**config.mk**
```make
export PLATFORM = sky130hd
export DESIGN_NAME = booth_8bit
export DESIGN_NICKNAME = d
export VERILOG_FILES = /design/src/rtl/booth_pkg.sv /design/src/rtl/booth_r4_enc.sv /design/src/rtl/booth_8bit.sv
export SDC_FILE = /design/constraint.sdc
export NUM_CORES = 1
export LEC_CHECK = 0
export ABC_AREA = 1
export CAP_MARGIN = 20
export CORE_MARGIN = 4
export CORE_UTILIZATION = 59
export DETAILED_ROUTE_END_ITERATION = 10
export GPL_ROUTABILITY_DRIVEN = 0
export PLACE_DENSITY_LB_ADDON = 0.3
export SLEW_MARGIN = 40
export SYNTH_ARGS = -nofsm -noshare
export SYNTH_HDL_FRONTEND = slang
export SYNTH_HIERARCHICAL = 1
export SYNTH_SLANG_ARGS = --single-unit
export TNS_END_PERCENT = 100
```
**constraint.sdc**
```tcl
create_clock -name clk -period 0.9 [get_ports clk]
set_clock_uncertainty 0.15 [all_clocks]
set_input_delay 0.225 -clock clk [delete_from_list [all_inputs] [get_ports clk]]
set_output_delay 0.225 -clock clk [all_outputs]
set_load 0.05 [all_outputs]
```
**src/rtl/booth_pkg.sv**
```systemverilog
// Shared widths and the radix-4 Booth digit type for the booth_8bit multiplier.
package booth_pkg;

    localparam int W_OP   = 8;
    localparam int W_PROD = 16;
    localparam int N_PP   = 4;

    typedef enum logic [2:0] {
        ZERO,
        POS1,
        POS2,
        NEG1,
        NEG2
    } booth_digit_e;

    // Triplet is (b[2i+1], b[2i], b[2i-1]); the digit value is -2*t[2] + t[1] + t[0].
    function automatic booth_digit_e decode_digit(input logic [2:0] triplet);
        booth_digit_e d;
        case (triplet)
            3'b001, 3'b010: d = POS1;
            3'b011:         d = POS2;
            3'b100:         d = NEG2;
            3'b101, 3'b110: d = NEG1;
            default:        d = ZERO;
        endcase
        return d;
    endfunction

endpackage

```
**src/rtl/booth_r4_enc.sv**
```systemverilog
// One radix-4 Booth partial-product generator: selects 0, +-A or +-2A (pre-shift).
module booth_r4_enc
    import booth_pkg::*;
(
    input  logic [2:0]        triplet,
    input  logic [W_OP-1:0]   a,
    output logic [W_PROD-1:0] pp,
    output logic              neg
);

    booth_digit_e        digit;
    logic [W_PROD-1:0]   a_ext;
    logic [W_PROD-1:0]   mag;

    assign digit = decode_digit(triplet);
    assign a_ext = {{(W_PROD - W_OP){a[W_OP-1]}}, a};

    always_comb begin
        mag = '0;
        neg = 1'b0;
        case (digit)
            POS1: mag = a_ext;
            POS2: mag = a_ext << 1;
            NEG1: begin
                mag = a_ext;
                neg = 1'b1;
            end
            NEG2: begin
                mag = a_ext << 1;
                neg = 1'b1;
            end
            default: mag = '0;
        endcase
    end

    // Negative digits emit the one's complement; the +1 is added by the top as `neg`.
    assign pp = neg ? ~mag : mag;

endmodule

```
**src/rtl/booth_8bit.sv**
```systemverilog
// Signed 8x8 radix-4 Booth multiplier with a single registered output stage.
module booth_8bit
    import booth_pkg::*;
(
    input  logic                clk,
    input  logic                rst_n,
    input  logic                in_valid,
    input  logic [W_OP-1:0]     in_a,
    input  logic [W_OP-1:0]     in_b,
    output logic                o_valid,
    output logic [W_PROD-1:0]   o_prod
);

    logic [W_OP:0]       b_ext;
    logic [W_PROD-1:0]   pp [N_PP];
    logic [N_PP-1:0]     neg;
    logic [W_PROD-1:0]   sum;

    assign b_ext = {in_b, 1'b0};

    for (genvar i = 0; i < N_PP; i++) begin : g_pp
        booth_r4_enc u_enc (
            .triplet (b_ext[2*i +: 3]),
            .a       (in_a),
            .pp      (pp[i]),
            .neg     (neg[i])
        );
    end

    // NOTE: combinational accumulation uses blocking '=' so each iteration sees the
    // previous partial sum; the default assignment first keeps it latch-free.
    always_comb begin
        sum = '0;
        for (int k = 0; k < N_PP; k++) begin
            sum = sum + (pp[k] << (2 * k)) + (W_PROD'(neg[k]) << (2 * k));
        end
    end

    // NOTE: state uses non-blocking '<=' so all registers update together on the edge.
    always_ff @(posedge clk or negedge rst_n) begin
        if (!rst_n) begin
            o_valid <= 1'b0;
            o_prod  <= '0;
        end else begin
            o_valid <= in_valid;
            if (in_valid) begin
                o_prod <= sum;
            end
        end
    end

endmodule

```
==> impl_metrics.json, run 1 <==
{
  "die_w_um": 84.9,
  "postCtsSetupBuffers": 23,
  "die_h_um": 84.9,
  "numCtsBuffers": 3,
  "tool.error": "[ERROR DPL-0033] detailed placement checks failed during check placement.",
  "clock-root-buffer": "clkbuf_8",
  "dp_hpwl_mm": 9.28,
  "failed_stage": "4_1_cts",
  "cts_hold_buf": 0,
  "postCtsResizedCells": 121,
  "start_util_pct": 62.2,
  "ctsHtreeMaxLevel": 1,
  "syn-instance-count": 544,
  "postSynthAreaPerCell_um2": 6.42,
  "place.port_buffers": 35,
  "ios": 36,
  "ys_warn_count": 6,
  "max-clock-path-buffers": 2,
  "synthesis.area_um2": 3490,
  "status": "did not finish",
  "rows": 27
}
[per-stage QoR]
stage                     cell area [um2]  hold slack (ns)  std cells  setup WS (ns)  TNS (ns)
after floorplan                      3850           -0.221        547          -2.47    -29.84
after global placement               4920            0.353        710          -3.19    -43.96
after detailed placement             4920            0.370        710          -3.52    -47.46
==> run 2, diff against run 1 <==
--- a/config.mk
+++ b/config.mk
@@ -8,10 +8,10 @@
 export ABC_AREA = 1
 export CAP_MARGIN = 20
 export CORE_MARGIN = 4
-export CORE_UTILIZATION = 59
+export CORE_UTILIZATION = 40
 export DETAILED_ROUTE_END_ITERATION = 10
 export GPL_ROUTABILITY_DRIVEN = 0
-export PLACE_DENSITY_LB_ADDON = 0.3
+export PLACE_DENSITY_LB_ADDON = 0.15
 export SLEW_MARGIN = 40
 export SYNTH_ARGS = -nofsm -noshare
 export SYNTH_HDL_FRONTEND = slang
==> run 2 against run 1 <==
The flow now finishes, with violations (setup timing). Synthesized area is the same. Synthesized cell count is the same.
==> impl_metrics.json, run 2 <==
{
  "grt_pass1_vias": 3670,
  "cp.arrival_ns": 3.47,
  "rr_endpoint": "o_prod[4]$_DFFE_PN0P_",
  "max-clock-path-buffers": 2,
  "rows": 33,
  "power_frac_seq_pct": 8.8,
  "wl_mm": 9.38,
  "numCtsBuffers": 3,
  "grt_first_pass_wirelength_mm": 15.6,
  "nets": 730,
  "critical_path.cell_chain": "buf_6 > buf_6 > nand2_4 > inv_6 > nor2_4 > nand2_2 > xor2_1 > inv_1 > fa_1 > fa_1 > inv_2 > fa_2 > ha_4 > nand2_2 > nand2_2 > inv_2 > nand2_4 > nand2_2 > nand2_2 > nand2_2 > nand2_1 > nand2_1 > nand3_1 > nand2_1",
  "die_w_um": 101,
  "finalHoldViolations": 0,
  "drc_errors": 0,
  "irDropWorstVdd_mv": 1.43,
  "drt_pass1_iterations": 5,
  "hold_class": "input pin to async pin",
  "p_leak_nw": 2.91,
  "layout_common_cells": "177 x nand2_1, 77 x inv_1, 71 x buf_4, 60 x nand3_1, 34 x nand2_2",
  "drive_above_1_share_pct": 42.3,
  "r2r_setup_slack_ns": 0,
  "clock-root-buffer": "clkbuf_8",
  "finalSetupTns_ns": -37.19,
  "dp_hpwl_mm": 7.36,
  "start_util_pct": 41.9,
  "status": "complete, but fails checks",
  "syn-instance-count": 544,
  "syn2layout_area_growth_pct": 61.0,
  "finalMaxSlewViolations": 0,
  "gr-total-overflow": 0,
  "crit_top_cell": "nand2_2",
  "die_h_um": 101,
  "postSynthAreaPerCell_um2": 6.42,
  "crit_required_ns": 0.91,
  "cp-start-kind": "input pin",
  "die_area_um2": 10300,
  "antenna_found_initial": 0,
  "setup_viol": 33,
  "power.share.combinational_pct": 87.8,
  "ios": 36,
  "swShare_pct": 47.5,
  "r2r_start": "o_prod[4]$_DFFE_PN0P_",
  "max_freq_ghz": 0.289,
  "vias": 3710,
  "reg2regPathDepth": 3,
  "layout_commonest_cell": "nand2_1",
  "ctsHtreeMaxLevel": 1,
  "fin_crit_sh_pct": 385,
  "violations": "setup timing",
  "critPathKind": "input pin to flip-flop",
  "place_ws_ns": -3.24,
  "top_regs": "o_prod: 16 flops, o_valid: 1 flops",
  "period_needed_ns": 3.46,
  "synthesis.area_um2": 3490,
  "vias_per_cell": 4.86,
  "largest_reg_flops": 16,
  "clock_latency_ns": 0.26,
  "rsz0062_at_grt": "yes",
  "ys_warn_count": 6,
  "clock-sinks": 17,
  "final_antenna_net_count": 0,
  "first_iter_violations": 123,
  "cts_tree": "yes",
  "wl_per_cell_um": 12.3,
  "intPower_mw": 8.91,
  "power_switching_mw": 8.08,
  "maxCapViolCount": 0,
  "path_max_fanout": 4,
  "core-area_um2": 8340,
  "slowest_stage": "fa_1",
  "grt_max_degree": 18,
  "fin_ws_ns": -2.56,
  "slowest_delay_ns": 0.56,
  "place.port_buffers": 35,
  "track_usage_pct": 18.4,
  "largest_register": "o_prod",
  "antenna_cells": 0,
  "clkPwrFrac_pct": 3.4,
  "worstSetupEndpointType": "flip-flop",
  "cts.clk_slew.worst_paths_ns": 0.07,
  "p_per_area_nw_per_um2": 3020
}
## run 2: layer usage
metal / global-route usage [%] / share of wire, %
met3: 1.38 / 3.7
met1: 23.2 / 42
met5: 0 / 0
met4: 5.73 / 2.5
met2: 33.5 / 52
## run 2: power groups by stage
stage | Sequential, mW | Clock [mW] | Combinational (mW)
after floorplan | 2.46 | 0 | 7.03
after global placement | 1.52 | 0 | 12.2
after detailed placement | 1.53 | 0 | 12.3
after CTS | 1.51 | 0.591 | 13.7
after global routing | 1.55 | 0.630 | 16.3
final | 1.50 | 0.580 | 14.9
## run 2: worst max path at each step
| stage | slack [ns] | endpoint | start |
|---|---|---|---|
| 2_1_floorplan | -2.47 | o_prod[13]$_DFFE_PN0P_ | in_b[2] |
| 3_3_place_gp | -3.18 | o_prod[12]$_DFFE_PN0P_ | in_b[4] |
| 3_5_place_dp | -3.24 | o_prod[12]$_DFFE_PN0P_ | in_b[4] |
| 4_1_cts | -2.64 | o_prod[12]$_DFFE_PN0P_ | in_b[5] |
| 5_1_grt | -2.74 | o_prod[13]$_DFFE_PN0P_ | in_b[5] |
| 6_report | -2.56 | o_prod[13]$_DFFE_PN0P_ | in_b[5] |
## run 2: per-stage QoR
| step | utilization (%) | hold slack [ns] | cells | power [mW] | area [um2] |
|---|---|---|---|---|---|
| 2_1_floorplan | - | -0.221 | 547 | 9.49 | 3850 |
| 3_3_place_gp | 60.1 | 0.353 | 748 | 13.7 | 5020 |
| 3_5_place_dp | 60.1 | 0.358 | 748 | 13.9 | 5020 |
| 4_1_cts | 64.4 | 0.154 | 763 | 15.8 | 5370 |
| 5_1_grt | 67.4 | 0.160 | 764 | 18.5 | 5620 |
| 6_report | 67.4 | 0.150 | 764 | 17.0 | 5620 |
## run 2: critical path, delay by kind of cell
kind,cells,cell delay (ns)
xor gates and xnor gates,1,0.15
adders and majority gates,4,1.76
buffers and inverters,6,0.48
and+or+nand+nor,13,0.87
## run 2: area by class of cell
class | instances | area (um2)
multi-input combinational | 413 | 3240
sequential | 17 | 445
tap | 105 | 131
inverter | 98 | 433
clock inverter | 1 | 5.00
clock buffer | 3 | 41.3
fill | 698 | 2720
timing repair buffer | 127 | 1320
## run 2: what timing repair did
action | 4_1_cts | 5_1_grt
setup buffers | 11 | 7
setup endpoints to repair | 33 | 33
hold buffers | 0 | 0
pin swaps | 58 | 68
gates resized for setup | 90 | 81
Note: power is estimated with default switching activity, not from simulation.
==> run 3, diff against run 2 <==
--- a/config.mk
+++ b/config.mk
@@ -12,6 +12,7 @@
 export DETAILED_ROUTE_END_ITERATION = 10
 export GPL_ROUTABILITY_DRIVEN = 0
 export PLACE_DENSITY_LB_ADDON = 0.15
+export RECOVER_POWER = 50
 export SLEW_MARGIN = 40
 export SYNTH_ARGS = -nofsm -noshare
 export SYNTH_HDL_FRONTEND = slang
==> run 3 against run 2 <==
The flow still finishes with violations (setup timing). Register-to-register slack hardly changed. First-iteration DRC count is 4.9% higher. Clock power hardly changed. Non-clock buffer count stayed put. Largest power group unchanged. Critical path depth stayed put. Setup slack hardly changed. Sequential cell count stayed put. Wire length is 0.11% lower. Combinational power hardly changed. Final cell count stayed put. Sequential share of layout area hardly changed.
==> impl_metrics.json, run 3 (synthesized netlist as in run 2, its figures left out) <==
{
  "fill_cells": 700,
  "cts_hold_buf": 0,
  "ios": 36,
  "vias": 3706,
  "antenna_found_initial": 0,
  "drt_pass1_iterations": 5,
  "track_usage_pct": 18.4,
  "power.total_mw": 17.0,
  "multiInputGateArea_um2": 3240,
  "die_area_um2": 10300,
  "grt_max_degree": 18,
  "cts_tree": "yes",
  "antenna_cells": 0,
  "ctsHtreeMaxLevel": 1,
  "die_h_um": 101,
  "wl_per_cell_um": 12.3,
  "cp.arrival_ns": 3.47,
  "crit_required_ns": 0.91,
  "place.port_buffers": 35,
  "p_per_area_nw_per_um2": 3030,
  "irDropWorstVdd_mv": 1.43,
  "wl_mm": 9.37,
  "power.share.combinational_pct": 87.7,
  "nets": 730,
  "die_w_um": 101,
  "worstSetupEndpointType": "flip-flop",
  "cts.clk_slew.worst_paths_ns": 0.07,
  "path_max_fanout": 4,
  "grt_pass1_vias": 3670,
  "finalHoldViolations": 0,
  "status": "complete, but fails checks",
  "clock_latency_ns": 0.26,
  "hold_class": "input pin to async pin",
  "core-area_um2": 8340,
  "clkPwrFrac_pct": 3.4,
  "critPathKind": "input pin to flip-flop",
  "layout_common_cells": "177 x nand2_1, 77 x inv_1, 71 x buf_4, 60 x nand3_1, 34 x nand2_2",
  "place_ws_ns": -3.24,
  "clock-root-buffer": "clkbuf_8",
  "clock-sinks": 17,
  "numCtsBuffers": 3,
  "max-clock-path-buffers": 2,
  "swShare_pct": 47.6,
  "layout_commonest_cell": "nand2_1",
  "place_inst": 748,
  "gr-total-overflow": 0,
  "power_frac_seq_pct": 8.8,
  "p_leak_nw": 2.90,
  "dp_hpwl_mm": 7.36,
  "syn2layout_area_growth_pct": 60.6,
  "start_util_pct": 41.9,
  "finalMaxSlewViolations": 0,
  "intPower_mw": 8.91,
  "ff_latch_area_um2": 445,
  "final_antenna_net_count": 0,
  "fin_crit_sh_pct": 385,
  "grt_first_pass_wirelength_mm": 15.6,
  "maxCapViolCount": 0,
  "power_switching_mw": 8.08,
  "top_regs": "o_prod: 16 flops, o_valid: 1 flops",
  "max_freq_ghz": 0.289,
  "setup_viol": 33,
  "cp-start-kind": "input pin",
  "fin_ws_ns": -2.56,
  "rows": 33,
  "largest_reg_flops": 16,
  "period_needed_ns": 3.46,
  "finalSetupTns_ns": -37.19,
  "largest_register": "o_prod",
  "drive_above_1_share_pct": 42.3,
  "finalNonFillerCells": 764,
  "drc_errors": 0,
  "violations": "setup timing",
  "rsz0062_at_grt": "yes",
  "vias_per_cell": 4.85,
  "first_iter_violations": 129
}
-- run 3: cell count changes in the layout (fill, tap and decap cells not counted) --
| cell | delta |
|---|---|
| buf_12 | -1 |
| buf_2 | +1 |
-- run 3: critical path, stage by stage --
cell	delay [ns]
buf_6	0.10
buf_6	0.12
nand2_4	0.07
inv_6	0.05
nor2_4	0.10
nand2_2	0.06
xor2_1	0.15
inv_1	0.08
fa_1	0.56
fa_1	0.43
inv_2	0.07
fa_2	0.45
ha_4	0.32
nand2_2	0.07
nand2_2	0.10
inv_2	0.06
nand2_4	0.08
nand2_2	0.05
nand2_2	0.08
nand2_2	0.06
nand2_1	0.05
nand2_1	0.04
nand3_1	0.06
nand2_1	0.05
-- run 3: worst paths after layout --
kind | startpoint | end | slack (ns) | cells after the start
max in group asynchronous | rst_n | o_prod[6]$_DFFE_PN0P_ | 0.12 | 2
worst min-delay path | rst_n | o_prod[8]$_DFFE_PN0P_ | 0.19 | 2
worst min register to register | o_prod[5]$_DFFE_PN0P_ | o_prod[5]$_DFFE_PN0P_ | 0.37 | 2
worst max-delay path | in_b[5] | o_prod[13]$_DFFE_PN0P_ | -2.56 | 24
min in group clk | o_prod[5]$_DFFE_PN0P_ | o_prod[5]$_DFFE_PN0P_ | 0.37 | 2
worst max register to register | o_prod[4]$_DFFE_PN0P_ | o_prod[4]$_DFFE_PN0P_ | 0 | 3
-- run 3: layer usage --
layer / wire [um] / up-vias / global-route usage [%]
li1: - / 1895 / -
met1: 3950 / 1696 / 23.2
met2: 4830 / 90 / 33.5
met3: 360 / 25 / 1.38
met4: 238 / 0 / 5.73
met5: 0 / - / 0
-- run 3: power by group through the flow --
stage	clock [mW]	combinational (mW)	sequential (mW)
detailed placement	0	12.3	1.53
finish	0.580	14.9	1.50
global placement	0	12.2	1.52
CTS	0.591	13.7	1.51
floorplan	0	7.03	2.46
global route	0.630	16.3	1.55
-- run 3: layout make-up --
type                    count  share of cell area, %
clock buffers               3                  0.737
multi-input cells         413                   57.9
clock inverters             1                 0.0893
inverters                  98                   7.72
flip-flops and latches     17                   7.95
repair buffers            127                   23.3
well taps                 105                   2.34
-- run 3: stage by stage --
stage | hold WS [ns] | instance area, um2 | utilization, %
floorplan | -0.221 | 3850 | -
global placement | 0.353 | 5020 | 60.1
detailed placement | 0.358 | 5020 | 60.1
CTS | 0.154 | 5370 | 64.4
global route | 0.241 | 5610 | 67.2
finish | 0.191 | 5610 | 67.2
-- run 3: repair_timing --
item | 4_1_cts | 5_1_grt
endpoints found under the setup margin | 33 | 33
pin swaps | 58 | 68
hold endpoints to repair | 0 | 0
resized for setup | 90 | 81
buffers inserted | 11 | 7
